File: src/rtl/axis_2_native_buffer.sv
`default_nettype none
// ============================================================================
// Module   : axis_2_native_buffer
// Brief    : AXI-Stream to native FWFT buffer, cut-through or store-and-forward.
// Revision : 1.0 - initial release
// ============================================================================
module axis_2_native_buffer #(
    parameter int STDataWidth   = 32,
    parameter int TidWidth      = 8,
    parameter int TdestWidth    = 8,
    parameter int FifoDepth     = 16,
    parameter int PacketMode    = 0,
    parameter int AlmostFullThr = FifoDepth - 2
) (
    input  logic                         aclk,
    input  logic                         rst,
    input  logic [TidWidth-1:0]          s_axis_tid,
    input  logic [TdestWidth-1:0]        s_axis_tdest,
    input  logic [STDataWidth-1:0]       s_axis_tdata,
    input  logic                         s_axis_tvalid,
    input  logic                         s_axis_tlast,
    output logic                         s_axis_tready,
    output logic [TidWidth-1:0]          m_native_tid,
    output logic [TdestWidth-1:0]        m_native_tdest,
    output logic [STDataWidth-1:0]       m_native_tdata,
    output logic                         m_native_tlast,
    output logic                         m_native_tvalid,
    input  logic                         m_native_tready,
    output logic [$clog2(FifoDepth):0]   occupancy,
    output logic                         almost_full,
    output logic [$clog2(FifoDepth):0]   pkt_count
);

    localparam int PTR_W = $clog2(FifoDepth);
    localparam int CNT_W = PTR_W + 1;
    localparam int ENT_W = TidWidth + TdestWidth + STDataWidth + 1;

    localparam logic [CNT_W-1:0] c_DEPTH  = CNT_W'(FifoDepth);
    localparam logic [CNT_W-1:0] c_AF_THR = CNT_W'(AlmostFullThr);
    localparam logic [CNT_W-1:0] c_ONE    = CNT_W'(1);

    // Storage carries no reset; validity is tracked by occupancy alone.
    logic [ENT_W-1:0] r_mem [FifoDepth];

    logic [PTR_W-1:0] r_wptr;
    logic [PTR_W-1:0] r_rptr;
    logic [CNT_W-1:0] r_occ;
    logic [CNT_W-1:0] r_pkt;
    logic             r_tready;
    logic             r_drain;

    logic             w_wr;
    logic             w_rd;
    logic             w_wr_last;
    logic             w_rd_last;
    logic             w_tvalid;
    logic [ENT_W-1:0] w_head;
    logic [ENT_W-1:0] w_wr_entry;
    logic [CNT_W-1:0] w_occ_nxt;
    logic [CNT_W-1:0] w_pkt_nxt;

    assign w_head     = r_mem[r_rptr];
    assign w_wr_entry = {s_axis_tid, s_axis_tdest, s_axis_tdata, s_axis_tlast};

    assign w_wr      = s_axis_tvalid & r_tready;
    assign w_rd      = w_tvalid & m_native_tready;
    assign w_wr_last = w_wr & s_axis_tlast;
    assign w_rd_last = w_rd & w_head[0];

    always_comb begin
        w_occ_nxt = r_occ;
        case ({w_wr, w_rd})
            2'b10:   w_occ_nxt = r_occ + c_ONE;
            2'b01:   w_occ_nxt = r_occ - c_ONE;
            default: w_occ_nxt = r_occ;
        endcase
    end

    always_comb begin
        w_pkt_nxt = r_pkt;
        case ({w_wr_last, w_rd_last})
            2'b10:   w_pkt_nxt = r_pkt + c_ONE;
            2'b01:   w_pkt_nxt = r_pkt - c_ONE;
            default: w_pkt_nxt = r_pkt;
        endcase
    end

    generate
        if (PacketMode != 0) begin : g_store_forward
            // A full buffer with no complete packet would deadlock; drain
            // releases it until the eventual tlast entry leaves.
            always_ff @(posedge aclk) begin
                if (rst) begin
                    r_drain <= 1'b0;
                end else if (w_rd_last) begin
                    r_drain <= 1'b0;
                end else if ((w_occ_nxt == c_DEPTH) && (w_pkt_nxt == '0)) begin
                    r_drain <= 1'b1;
                end
            end
            assign w_tvalid = (r_occ != '0) & ((r_pkt != '0) | r_drain);
        end else begin : g_cut_through
            assign r_drain  = 1'b0;
            assign w_tvalid = (r_occ != '0);
        end
    endgenerate

    always_ff @(posedge aclk) begin
        if (w_wr) begin
            r_mem[r_wptr] <= w_wr_entry;
        end
    end

    always_ff @(posedge aclk) begin
        if (rst) begin
            r_wptr   <= '0;
            r_rptr   <= '0;
            r_occ    <= '0;
            r_pkt    <= '0;
            r_tready <= 1'b0;
        end else begin
            if (w_wr) begin
                r_wptr <= r_wptr + 1'b1;
            end
            if (w_rd) begin
                r_rptr <= r_rptr + 1'b1;
            end
            r_occ    <= w_occ_nxt;
            r_pkt    <= w_pkt_nxt;
            // Registered not-full keeps tready free of any input-to-output path.
            r_tready <= (w_occ_nxt != c_DEPTH);
        end
    end

    assign s_axis_tready   = r_tready;
    assign m_native_tvalid = w_tvalid;
    assign {m_native_tid, m_native_tdest, m_native_tdata, m_native_tlast} = w_head;
    assign occupancy       = r_occ;
    assign pkt_count       = r_pkt;
    assign almost_full     = (r_occ >= c_AF_THR);

endmodule
`default_nettype wire

File: config.mk
export PLATFORM = sky130hd
export DESIGN_NAME = axis_2_native_buffer
export DESIGN_NICKNAME = d
export VERILOG_FILES = /design/src/rtl/axis_2_native_buffer.sv
export SDC_FILE = /design/constraint.sdc
export NUM_CORES = 1
export LEC_CHECK = 0
export ABC_AREA = 1
export CAP_MARGIN = 20
export CELL_PAD_IN_SITES_DETAIL_PLACEMENT = 1
export CELL_PAD_IN_SITES_GLOBAL_PLACEMENT = 2
export CORE_MARGIN = 4
export CORE_UTILIZATION = 44
export CTS_CLUSTER_SIZE = 14
export DETAILED_ROUTE_END_ITERATION = 10
export GPL_ROUTABILITY_DRIVEN = 0
export GPL_TIMING_DRIVEN = 0
export PLACE_DENSITY = 0.86
export SLEW_MARGIN = 40
export SYNTH_ARGS = -nofsm -noshare
export SYNTH_HDL_FRONTEND = slang
export SYNTH_SLANG_ARGS = --single-unit
File: constraint.sdc
create_clock -name aclk -period 5.4 [get_ports aclk]
set_input_delay 1.62 -clock aclk [delete_from_list [all_inputs] [get_ports aclk]]
set_output_delay 1.62 -clock aclk [all_outputs]
set_load 0.01 [all_outputs]
=== Word-level counts from Yosys, hierarchy flattened ===
Memory sizes are Yosys's and may differ from the RTL's. A register that Yosys moved wholly into a read port is not among the register bits.
Index checks and enable logic that the tools add are counted.

* Bitwise logic cells: 4
* Divide/modulo/power cells: 0
* Equal/unequal tests: 5
* Muxes and demuxes: 6
* $mul: 0
* Add/sub/neg operators: 6
* Magnitude comparators: 1
* Reductions and logical operators: 2
* Shifts and indexed selects: 0

{| class="wikitable"
|+ Operators by type and width
! cell !! count
|-
| 5-bit case mux with 2 select lines || 2
|-
| 5-bit by 1-bit adder with 5-bit output (second input constant) || 2
|-
| 5-bit by 1-bit subtractor with 5-bit output (second input constant) || 2
|-
| 4-bit by 1-bit adder with 4-bit output (second input constant) || 2
|-
| 4-bit two-way mux || 2
|-
| 5-bit by 4-bit >= comparator with 1-bit output (second input constant) || 1
|-
| 5-bit inequality test (second input constant) || 1
|-
| 5-bit nonzero test || 1
|-
| 1-bit AND || 4
|-
| 2-bit by 1-bit equality test with 1-bit output (second input constant) || 2
|-
| 2-bit equality test (second input constant) || 2
|-
| 1-bit two-way mux || 2
|-
| 2-bit nonzero test || 1
|}

* Memory bits (writable): 784
* Memory bits (read-only): 0
* Word-level logic and storage cells: 30
* Output and inout port bits: 62
* Register bits: 19
* Bits in latches: 0
* Memories kept: 1

{| class="wikitable"
|+ Memory list
! memory !! depth !! width !! rd ports !! clocked after memory_dff !! wr ports !! RTL line !! text
|-
| r_mem || 16 || 49 || 1 || 1 || 1 || 43 || <nowiki>logic [ENT_W-1:0] r_mem [FifoDepth];</nowiki>
|}

=== Logic depth before layout (Yosys ltp) ===
Gate-level depths: netlist of run 1.

* Word-level depth: 5
* Mapped depth: 20
* Depth with buffers taken out: 19

=== Worst setup path before layout of run 1 ===
OpenSTA, ideal clock, no wires.

* Path type: input to register
* From: input s_axis_tvalid
* To: memory r_mem[11][0] in the netlist's numbering (enable)
* Library setup time: 456 ps
* Stages: 4
* Setup slack: 864 ps
* Arrival time: 4080 ps
* Buffers on the path: 0
* Required time: 4944 ps
* Cell sequence: nand2_1 inv_1 nand3_1 nor2_1

* Word-level cells in the longest chain between the ends: 3

{| class="wikitable"
|+ Ends and longest elaborated chain
! element !! RTL line !! text
|-
| start, declared || 20 || <nowiki>input logic s_axis_tvalid,</nowiki>
|-
| 1-bit AND || 65 || <nowiki>assign w_wr = s_axis_tvalid & r_tready;</nowiki>
|-
| 1-bit two-way mux || 109 || <nowiki>if (w_wr) begin</nowiki>
|-
| 1-bit two-way mux (implied by the code) || 110 || <nowiki>r_mem[r_wptr] <= w_wr_entry;</nowiki>
|-
| end, declared || 43 ||
|}

No other way between the ends.

==> key figures, run 1 <==
Place
  • Port-buffer cells: approximately 110
  • HPWL after DPL: approximately 75000 um
  • Pre-CTS setup slack: 786 ps

Final layout
  • Final Util: 53.9%
  • Sequential cell area: 24000 sq um
  • # fillers: 6822
  • Share of layout cells above drive strength 1: between 10% and 20%
  • Multi-input logic area: 6680 sq um
  • Area Growth Syn to Fin: 20.7%
  • Nets: 2603

Worst setup path
  • Startpoint Class: register
  • Critical R2R Capture: pkt_count[4]$_SDFFE_PP0P_
  • Crit path capture: m_native_tdata[5]
  • CP max FO: 10
  • CP required: 3780 ps
  • Cells on worst reg2reg path: 15
  • Crit path capture type: output pin
  • R2r setup slk: 1840 ps
  • Worst Path Arrival: between 3000 and 4000 ps
  • Critical path type: register to output pin

Floorplanning
  • Die area: 75900 sq um
  • Placeable core region: ~71000 sq um
  • Ports: 115
  • Initial core utilization: 44.7%
  • # rows: 97
  • Die width: about 280 um
  • Die H: 276 um

CTS
  • Total CTS buffers: between 80 and 90
  • # clock sinks: between 800 and 900
  • Hold_buf cts: 0
  • CTS tree: yes
  • Root Driver: clkbuf_16
  • Post_cts resized: 0
  • CTS max path bufs: 3
  • H-Tree Depth: 3
  • Clock-pin transition on the worst setup and hold timing paths: approximately 60 ps
  • Clk_lat worst skew: 660 ps
  • # Post-CTS Setup Buffers: 0

Power
  • Combinational fraction of design power: about a third
  • Max IR drop VDD: 269 uV
  • Int Pwr: ~12 mW
  • Switching Power: 6.93 mW
  • Leak: 12.4 nW
  • Final Total Pwr: 19.1 mW
  • Seq pwr share: 37.2%
  • Clock share of power: 29.6%
  • Sw Ratio: 36.4%
  • Power per cell area: approximately 500 nW/um^2

Route
  • WL/cell: 32.4 um
  • Drt first pass iters: 5
  • ANT nets after route: 0
  • WL final: 115000 um
  • Initial DRC count: 3231
  • Via count: 22700
  • Final routed DRC violation total: 0
  • DR vias/cell: roughly 6.4

Synthesis
  • Register bit count reported by yosys: approximately 810
  • Syn avg cell area: 13.9 sq um
  • Yosys Warn Count: 0
  • Cell count after synthesis: 2273
  • Largest cells by area after synthesis: edfxtp_1 (75%), o21ai_0 (5.6%), nor2_1 (5.2%), o221ai_1 (4.4%), dfxtp_1 (1.5%)
  • Post-synthesis sequential area ratio: between 70% and 80%
  • Post-synthesis cell type count: 28
  • Synth Cell Area: 31500 sq um
  • Mapped Nets: 2339
  • Post-synth top area cell: edfxtp_1
  • Share of the synthesized area in the top cell type: between 70 and 80%

STA
  • Pins Over Slew Limit: 0
  • Worst Tran Pin Value: 893 ps
  • RSZ-0062 raised after global routing: false
  • Final setup skew: roughly 32 ps
  • Max Freq: 189 MHz
  • Final hold vios: 0
  • Fin crit share: between 90 and 100%
  • Final min period: 5290 ps
  • Setup slack after layout: 113 ps
  • Hold WS: 490 ps
  • Final setup vio count: 0
  • Relative slew slack: 40.4%

GRT
  • Antenna violations before repair: 6
  • First-pass GRT wire length: roughly 160000 um
  • Vias in the first global route: roughly 24000
  • Total gr overflow: 0
  • Largest net degree at the start of global routing: 18
  • Total GRT Usage: 29.9%

Worst hold path
  • Hold crit path type: register to register

Outcome
  • Result of the run: completed

Run
  • Max cap viols: 0
how the worst min path moves through the flow:
stage	start	endpoint	slack [ps]	cells past startpoint
5_1_grt	r_rptr[2]$_SDFFE_PP0N_	register	520	2
3_3_place_gp	pkt_count[0]$_SDFFE_PP0P_	pkt_count[0]$_SDFFE_PP0P_	460	1
4_1_cts	r_rptr[2]$_SDFFE_PP0N_	r_rptr[2]$_SDFFE_PP0N_	490	2
6_report	r_rptr[2]$_SDFFE_PP0N_	r_rptr[2]$_SDFFE_PP0N_	490	2
2_1_floorplan	r_rptr[2]$_SDFFE_PP0N_	register	450	2
3_5_place_dp	r_rptr[2]$_SDFFE_PP0N_	register	480	2
layer usage:
layer	up-vias	track usage, %	part of all wire, %
li1	9199	-	-
met1	11600	37.9	36
met2	1530	49.4	48
met3	366	6.02	10
met4	4	15.1	5.3
met5	-	0	0.021
Yosys cell counts, drive strengths merged:
library cell    n
edfxtp        784
nor2          434
o21ai         403
o221ai        157
clkbuf         97
nand2          90
nand3          72
buf            67
o211ai         39
o22ai          38
inv            33
dfxtp          23
ha             12
a21oi          11
xnor2           3
xor2            3
a211oi          2
nor3            2
clkinv          1
fa              1
o31ai           1
critical path, cell delays in order, from the launching register on:
cell             delay, ps
dfxtp_1                530
inv_2                  200
buf_6                  270
clkbuf_1               570
o21ai_0                210
o221ai_1               220
nand3_1                230
nand2_1                230
clkdlybuf4s50_1        560
per-stage QoR:
stage / setup TNS, ps / area (sq um) / std cells
6_report: 0 / 38000 / 3546
5_1_grt: 0 / 38000 / 3546
4_1_cts: 0 / 38000 / 3543
3_5_place_dp: 0 / 35400 / 3392
3_3_place_gp: -1998020 / 33800 / 3327
2_1_floorplan: 0 / 31500 / 2273
cell usage in the layout, fill, tap and decap left out, types with 2 or more instances in the layout:
master,netlist,layout
a211oi_1,2,2
a21oi_1,11,11
buf_16,0,35
buf_2,47,48
buf_4,11,11
buf_6,8,9
buf_8,0,29
bufinv_16,0,5
clkbuf_1,81,81
clkbuf_16,0,87
clkbuf_2,15,35
clkdlybuf4s50_1,0,114
clkinv_1,0,24
clkinv_2,1,11
clkinv_8,0,2
dfxtp_1,23,23
diode_2,0,3
edfxtp_1,784,784
ha_1,12,12
inv_1,30,30
inv_2,3,3
nand2_1,90,90
nand3_1,72,72
nor2_1,434,418
nor2_4,0,16
nor3_1,2,2
o211ai_1,39,39
o21ai_0,354,354
o21ai_1,49,49
o221ai_1,157,157
o22ai_1,38,38
xnor2_1,3,3
xor2_1,3,3
cells by family after synthesis:
group,synth area share [%]
flip-flops,76.2
AO/OA/AOI/OAI,12.7
AND/OR/NAND/NOR,7.42
buffers and inverters,2.94
adder cells (fa/ha/maj),0.540
XOR/XNOR,0.167
flip-flops by register name, summed over array words and instances (netlist names), named ones only:
register and cells:
r_mem 784, r_rptr 4, pkt_count 5, r_wptr 4, occupancy 5, s_axis_tready 1
layout make-up:
type / instances / area share [%]
timing repair buffer: 179 / 6.71
buffer: 164 / 2.17
inverter: 34 / 0.339
tap: 940 / 3.10
clock buffer: 108 / 5.96
sequential: 807 / 63.2
antenna: 3 / 0.0198
clock inverter: 43 / 0.948
multi-input combinational: 1268 / 17.6
power by group through the flow:
stage	Sequential, mW	Combinational (mW)	Clock, mW
4_1_cts	7.09	6.22	5.66
5_1_grt	7.10	6.69	5.95
2_1_floorplan	7.21	3.08	0
3_5_place_dp	7.22	6.13	0
3_3_place_gp	7.22	5.77	0
6_report	7.09	6.32	5.65
No activity file was read; power rests on OpenSTA's default activity.
==> inputs of run 2 (changes only) <==
HOLD_SLACK_MARGIN = 0.12   (was default)
==> results of run 2 <==
The final DEF is identical to that of run 1; final timing and power are the same.
